===== config.mk =====
export PLATFORM = sky130hd
export DESIGN_NAME = alu_req_arbiter
export DESIGN_NICKNAME = d
export VERILOG_FILES = /design/src/rtl/alu_req_arbiter.sv
export SDC_FILE = /design/constraint.sdc
export NUM_CORES = 1
export LEC_CHECK = 0
export ABC_AREA = 1
export ABC_CLOCK_PERIOD_IN_PS = 2100
export BUFFER_PORTS_ARGS = -buffer_cell sky130_fd_sc_hd__buf_2
export CORE_MARGIN = 2
export CORE_UTILIZATION = 42
export DETAILED_ROUTE_END_ITERATION = 10
export PLACE_DENSITY_LB_ADDON = 0.08
export SKIP_CTS_REPAIR_TIMING = 1
export SYNTH_ARGS = -nofsm -noshare
export SYNTH_HDL_FRONTEND = slang
export SYNTH_SLANG_ARGS = --single-unit

===== constraint.sdc =====
create_clock -name clk -period 2.1 [get_ports clk]
set_input_delay 0.42 -clock clk [delete_from_list [all_inputs] [get_ports clk]]
set_output_delay 0.42 -clock clk [all_outputs]
set_load 0.005 [all_outputs]

===== src/rtl/alu_req_arbiter.sv =====
// Purpose: round-robin arbiter that shares one MiniALU between NUM_REQ valid/ready requesters.
// Latency: 3+ALU_LAT cycles per operation (IDLE grant, ISSUE, ALU_LAT x WAIT, RESP).
// Backpressure: response held in RESP until rsp_ready; no request is accepted outside IDLE.
module alu_req_arbiter #(
  parameter int NUM_REQ = 4,
  parameter int W       = 8,
  parameter int ALU_LAT = 1,
  parameter int REQ_W   = 3 + 2*W + 1 + 1 + 2 + 3,
  parameter int RSP_W   = W + 4
) (
  input  logic                       clk,
  input  logic                       rst,
  input  logic [NUM_REQ-1:0]         req_valid,
  output logic [NUM_REQ-1:0]         req_ready,
  input  logic [NUM_REQ*REQ_W-1:0]   req_data,
  output logic                       rsp_valid,
  input  logic                       rsp_ready,
  output logic [$clog2(NUM_REQ)-1:0] rsp_id,
  output logic [RSP_W-1:0]           rsp_data,
  output logic                       alu_en,
  output logic [2:0]                 alu_op,
  output logic [W-1:0]               alu_a,
  output logic [W-1:0]               alu_b,
  output logic                       alu_carry_in,
  output logic                       alu_sat_enable,
  output logic [1:0]                 alu_cmp_mode,
  output logic [2:0]                 alu_shift_amt,
  input  logic [W-1:0]               alu_y,
  input  logic                       alu_carry_out,
  input  logic                       alu_zero,
  input  logic                       alu_negative,
  input  logic                       alu_cmp_out,
  output logic [15:0]                op_count
);

  localparam int ID_W = $clog2(NUM_REQ);

  typedef enum logic [1:0] {IDLE, ISSUE, WAIT, RESP} state_t;

  state_t            r_state;
  logic [ID_W-1:0]   r_rr_ptr;
  logic [ID_W-1:0]   r_pend_id;
  logic [1:0]        r_wait_cnt;
  logic              r_alu_en;
  logic [2:0]        r_op;
  logic [W-1:0]      r_a;
  logic [W-1:0]      r_b;
  logic              r_cin;
  logic              r_sat;
  logic [1:0]        r_cmp;
  logic [2:0]        r_sh;
  logic              r_rsp_valid;
  logic [ID_W-1:0]   r_rsp_id;
  logic [RSP_W-1:0]  r_rsp_data;
  logic [15:0]       r_op_count;

  logic              w_any;
  logic              w_hs;
  logic [ID_W-1:0]   w_gnt_idx;
  logic [ID_W-1:0]   w_next_ptr;
  logic [REQ_W-1:0]  w_req_sel;

  // First valid requester scanning upward from r_rr_ptr; descending loop lets the
  // smallest offset from the pointer win.
  always_comb begin
    w_any     = 1'b0;
    w_gnt_idx = '0;
    for (int k = NUM_REQ - 1; k >= 0; k--) begin
      if (req_valid[(int'(r_rr_ptr) + k) % NUM_REQ]) begin
        w_any     = 1'b1;
        w_gnt_idx = ID_W'((int'(r_rr_ptr) + k) % NUM_REQ);
      end
    end
  end

  assign w_hs       = (r_state == IDLE) && !rst && w_any;
  assign req_ready  = w_hs ? (NUM_REQ'(1) << w_gnt_idx) : '0;
  assign w_req_sel  = req_data[w_gnt_idx*REQ_W +: REQ_W];
  assign w_next_ptr = (w_gnt_idx == ID_W'(NUM_REQ - 1)) ? '0 : w_gnt_idx + 1'b1;

  // Control FSM: grant/latch in IDLE, one-cycle enable in ISSUE, count ALU latency,
  // then hold the captured response until it is accepted.
  always_ff @(posedge clk) begin
    if (rst) begin
      r_state     <= IDLE;
      r_rr_ptr    <= '0;
      r_pend_id   <= '0;
      r_wait_cnt  <= '0;
      r_alu_en    <= 1'b0;
      r_op        <= '0;
      r_a         <= '0;
      r_b         <= '0;
      r_cin       <= 1'b0;
      r_sat       <= 1'b0;
      r_cmp       <= '0;
      r_sh        <= '0;
      r_rsp_valid <= 1'b0;
      r_rsp_id    <= '0;
      r_rsp_data  <= '0;
      r_op_count  <= '0;
    end else begin
      case (r_state)
        IDLE: begin
          if (w_any) begin
            {r_op, r_a, r_b, r_cin, r_sat, r_cmp, r_sh} <= w_req_sel;
            r_pend_id <= w_gnt_idx;
            r_rr_ptr  <= w_next_ptr;
            r_alu_en  <= 1'b1;
            r_state   <= ISSUE;
          end
        end
        ISSUE: begin
          r_alu_en   <= 1'b0;
          r_wait_cnt <= 2'(ALU_LAT - 1);
          r_state    <= WAIT;
        end
        WAIT: begin
          if (r_wait_cnt == 2'd0) begin
            r_rsp_data  <= {alu_y, alu_carry_out, alu_zero, alu_negative, alu_cmp_out};
            r_rsp_id    <= r_pend_id;
            r_rsp_valid <= 1'b1;
            r_op_count  <= r_op_count + 16'd1;
            r_state     <= RESP;
          end else begin
            r_wait_cnt <= r_wait_cnt - 2'd1;
          end
        end
        RESP: begin
          if (rsp_ready) begin
            r_rsp_valid <= 1'b0;
            r_state     <= IDLE;
          end
        end
        default: r_state <= IDLE;
      endcase
    end
  end

  assign rsp_valid      = r_rsp_valid;
  assign rsp_id         = r_rsp_id;
  assign rsp_data       = r_rsp_data;
  assign alu_en         = r_alu_en;
  assign alu_op         = r_op;
  assign alu_a          = r_a;
  assign alu_b          = r_b;
  assign alu_carry_in   = r_cin;
  assign alu_sat_enable = r_sat;
  assign alu_cmp_mode   = r_cmp;
  assign alu_shift_amt  = r_sh;
  assign op_count       = r_op_count;

endmodule


# After elaboration in Yosys (flattened, before gate mapping)
# Cells that the tools add are included.
# Widths: inputs -> output; s select.
totals:
  ram_bits: 0
  elab_cells: 89
  register_bits: 66
  latch_bits: 0
  memories: 0
  rom_bits: 0
op_classes:
  n_shift: 2
  div_mod_pow: 0
  n_lt_le_gt_ge: 4
  add_sub_neg: 6
  mux: 32
  reduce_logical: 17
  eq_ne: 8
  n_bitwise: 3
  n_mul: 1
ops:
  columns: ["cell", "count"]
  rows:
  - ["$shiftx 104x8->26", 1]
  - ["$mux 2", 9]
  - ["$add 16x1->16 const B", 1]
  - ["$mux 1", 14]
  - ["$lt 3x4->1 const B", 3]
  - ["$bmux 1 s2", 4]
  - ["$ne 2x2->1 const B", 4]
  - ["$pmux 2 s4", 1]
  - ["$reduce_and 2->1", 4]
  - ["$eq 2x2->1 const B", 3]
  - ["$mul 2x4->6 const B", 1]
  - ["$reduce_and 3->1", 2]
  - ["$reduce_bool 2->1", 3]
  - ["$reduce_or 2->1", 3]
  - ["$add 2x1->2 const B", 2]
  - ["$add 2x2->2 const B", 2]
  - ["$logic_not 2->1", 2]
  - ["$mux 4", 1]
  - ["$pmux 1 s2", 2]
  - ["$pmux 2 s2", 1]
  - ["$shl 1x2->4 const A", 1]
  - ["$and 1x1->1 const A", 3]
  - ["$lt 2x3->1 const B", 1]
  - ["$eq 2x1->1 const B", 1]
  - ["other kinds (3)", 4]

# Logic depth before layout (Yosys ltp)
logic_depth:
  ltp_word: 12
  depth_mapped: 15
  ltp_nobuf: 13

# Worst setup path before layout
# OpenSTA, ideal clock, no wires.
synth_path:
  path_type: "reg-to-output"
  startpoint: "register r_rr_ptr[0]"
  endpoint: "output req_ready[2]"
  setup_slack_ns: 0.070
  arrival_time_ns: 1.610
  path_stages_with_launch: 16
  path_buffers: 3
  cell_sequence: "dfxtp_1 > buf_6 > inv_4 > nand2_1 > nand3_1 > nand2_1 > inv_2 > nand2_1 > nand3_4 > nand2_2 > buf_6 > buf_4 > inv_1 > ha_1 > inv_1 > nor2_1"
synth_via:
  elab_chain_len: 10
  word_cells_on_any_way: 25
  cone_classes: "add/sub (3); shift (1); mux (20); reduce/logical (1)"
synth_rtl:
  columns: ["item", "line_no", "text"]
  rows:
  - ["start, declared", "41", "logic [ID_W-1:0] r_rr_ptr;"]
  - ["start signal, assigned", "107", "r_rr_ptr <= w_next_ptr;"]
  - ["$add 2x2->2", "69, 71", null]
  - ["$bmux 1 s2", "69", "if (req_valid[(int'(r_rr_ptr) + k) % NUM_REQ]) begin"]
  - ["$mux 1 (implied by the code) (2 in a row)", "69", null]
  - ["$mux 2 or $mux 1 (tied branches) (4 in a row)", "69", null]
  - ["$shl 1x2->4 or $logic_and 1x1->1 (tied branches)", "77, 76", null]
  - ["$mux 4 (*)", "77", "assign req_ready = w_hs ? (NUM_REQ'(1) << w_gnt_idx) : '0;"]
  - ["end, declared", "14", "output logic [NUM_REQ-1:0] req_ready,"]
# Mark *: on every way between the ends. The rest lies on a longest branch, timed or not. The select of a mux whose other input is x is not followed.

# Worst setup path after layout
# Ends and elaborated chain as after synthesis.

==> summary.txt <==
Timing
  • Worst-Margin Slew: 0.536 ns
  • Hold slack: 0.333 ns
  • Fmax: 432 MHz
  • Unrepaired setup endpoints after global routing: true
  • Setup ws final: -0.217 ns
  • Clock Skew: 0.00797 ns
  • Period utilization: 1.10
  • Hold Fails Final Rpt: 0
  • Fin crit period: 2.32 ns
  • Pins Over Slew Limit: 0
  • Setup_tns: -0.816 ns
  • Final-report setup violation count: 4
  • Max-slew headroom: 0.643

Synth
  • Mean Syn Cell Area: 6.44 um2
  • Post-Syn Area: 3630 um2
  • Register area share after synthesis: 0.364
  • Synthesized net count: 694
  • Count of cell types in the netlist: 29
  • Synth warn: 0
  • Flops & latches, synth: 66
  • Synth Instances: 564

Power and ir drop
  • Net Switching: 2.96 mW
  • Pleak: 2.68 nW
  • Design Power: 6.77 mW
  • Power per cell area: 1320 nW/um2
  • Comb power frac: 0.561
  • Sw frac: 0.437
  • Clock share of power: 0.174
  • Max IR drop VDD: 658 uV
  • Internal power: 3.81 mW
  • Seq pwr share: 0.265

Clock network
  • CTS tree: yes
  • CTS HTree Levels: 3
  • Worst skew pair latency: 0.34 ns
  • Total CTS buffers: 9
  • Worst-path clk slew: 0.07 ns
  • Clock tree buffer depth: 2
  • Root Buffer: clkbuf_8
  • Total clock sinks: 66

Route
  • Routed metal-1 wirelength: 4.56 mm
  • Via count: 4364
  • Vias per cell: 5.05
  • Wire per inst: 13.2 um
  • Routed wire length: 11.4 mm
  • First DRT Iteration DRCs: 187
  • DRT Pass-1 Iters: 4
  • WL met3: 710 um
  • Top Layer Used: met4
  • Routed Antenna Nets: 0
  • Drt drc: 0
  • Met2 wire length: 5.95 mm

Critical path
  • CP delay by family, top: simple AND/OR/NAND/NOR gates
  • Worst EP arrival: 1.90 ns
  • Crit Path Category: flop to output port
  • WP data required: 1.68 ns
  • Most used cell, CP: nor2_4
  • Crit path max-delay cell type: dfxtp_4
  • Startpoint Class: flop
  • CP Max Fanout: 4
  • CP Capture Type: output port
  • Buf/Inv on CP: 6
  • R2r setup slk: 0.14 ns
  • Peak per-stage delay on the critical path: 0.37 ns
  • CP Cell Sequence: buf_6 -> nand2_4 -> nand3_2 -> nand2_1 -> inv_2 -> nand2_2 -> nor2_4 -> nor2_4 -> inv_2 -> nor2_4 -> inv_2 -> buf_4 -> nor2_4 -> buf_2

Placed design
  • Area after DPL: 4700 um2
  • DP HPWL: 8.32 mm
  • Port Buffer Count: 184
  • RD Place Congestion: 0.793

Cells and area
  • Register area: 1330 um2
  • Design area: 5120 um2
  • Nets: 885
  • Most common cell after layout, fill and taps aside: buf_2
  • Layout cell share with drive strength beyond 1: 0.358
  • Syn-to-layout area delta: 41.0%
  • Final core occ: 0.617
  • N_diodes: 0
  • Fillers: 806
  • Area of the multi-input gates: 2120 um2
  • Most frequent cells in the layout: buf_2, nand2_1, nand3_1, dfxtp_1, nor2_1

Global route
  • GR Overflow Total: 0
  • Vias in the first global route: 4114
  • Initial antenna violation count: 0
  • GRT Overall Usage: 0.238
  • Pin count of the biggest net entering global routing: 54
  • First-pass GRT wire length: 18.6 mm

Outcome
  • Failing checks: setup timing
  • Outcome: finished with violations

Floorplan
  • Core ar.: 8300 um2
  • Die ar.: 9410 um2
  • # rows: 33
  • Initial Utilization: 0.438
  • I/O pin cnt: 185
  • Die X: 97.0 um
  • Die H: 97.0 um

Flow run
  • MaxCap Viol Count: 0

Hold path
  • Hold Crit Class: input pin to flop
-- registers in the layout, summed over array words and instances, names as in the netlist, 2 cells and up --
signal	flops
rsp_id	2
r_wait_cnt	2
op_count	16
alu_op	3
alu_cmp_mode	2
r_pend_id	2
r_state	2
rsp_data	12
alu_shift_amt	3
alu_b	8
alu_a	8
r_rr_ptr	2
-- power groups by stage --
stage,Clock (mW),Sequential [mW],Combinational [mW]
2_1_floorplan,0,1.81,2.39
3_3_place_gp,0,1.79,3.38
3_5_place_dp,0,1.81,3.45
4_1_cts,1.20,1.78,3.47
5_1_grt,1.27,1.84,4.22
6_report,1.18,1.79,3.80
-- worst reg2reg max path, stage by stage, from the launching register on --
cell	delay, ns
dfxtp_4	0.37
buf_6	0.12
nand2_4	0.07
nand3_2	0.07
nand2_1	0.08
inv_2	0.05
buf_4	0.13
nand3_2	0.10
buf_4	0.46
nand3_1	0.20
nand3_1	0.12
nand3_1	0.09
nand2_1	0.07
-- cells in the mapped netlist --
library cell	n	area [um2]
o22ai_1	3	18.8
and3_1	1	6.26
xor2_1	1	8.76
nand2_1	158	593
buf_1	2	7.51
buf_2	14	70.1
o21a_1	2	15.0
nand3_2	2	20.0
inv_1	31	116
o21ai_0	27	135
nor2_1	53	199
a21oi_1	17	85.1
nand3_1	141	706
nor2_2	2	12.5
ha_1	7	87.6
nor3_1	5	25.0
dfxtp_1	66	1320
buf_6	3	33.8
nand2_2	3	18.8
inv_4	1	6.26
a31oi_1	1	6.26
nor3_2	1	10.0
clkinv_1	1	3.75
clkbuf_1	10	37.5
inv_2	3	11.3
buf_4	5	37.5
nor2_4	1	11.3
o21ai_1	2	10.0
nand3_4	1	17.5
-- per-stage QoR --
step	worst slack, ns	std cells
floorplan	0.0704	564
global placement	0.0125	844
detailed placement	-0.0342	844
CTS	-0.414	860
global route	-0.338	865
finish	-0.217	865
-- per-layer routing --
metal,GRT usage,vias up
met5,0,-
met4,0.0672,0
met3,0.0730,16
met2,0.438,140
met1,0.264,1976
li1,-,2232
-- kinds of logic after synthesis --
logic type / count (synthesis) / synth area share
XOR/XNOR: 1 / 0.00241
adder cells (fa/ha/maj): 7 / 0.0241
flip-flops: 66 / 0.364
buffers and inverters: 70 / 0.0893
AO/OA/AOI/OAI: 52 / 0.0744
AND/OR/NAND/NOR: 368 / 0.446
-- layout make-up --
| class | count | share of cell area |
|---|---|---|
| multi-input cells | 428 | 0.413 |
| flip-flops and latches | 66 | 0.259 |
| repair buffers | 214 | 0.232 |
| clock buffers | 11 | 0.0276 |
| inverters | 36 | 0.0274 |
| well taps | 105 | 0.0257 |
| clock inverters | 5 | 0.0151 |
-- path summary, 6_finish.rpt --
path	from	to	cells past startpoint
min	alu_y[3]	rsp_data[7]	3
max reg2reg	r_rr_ptr[0]	alu_a[1]	12
min reg2reg	r_pend_id[0]	r_pend_id[0]	2
max	r_rr_ptr[0]	req_ready[2]	14
(Power assumes the default switching activity.)
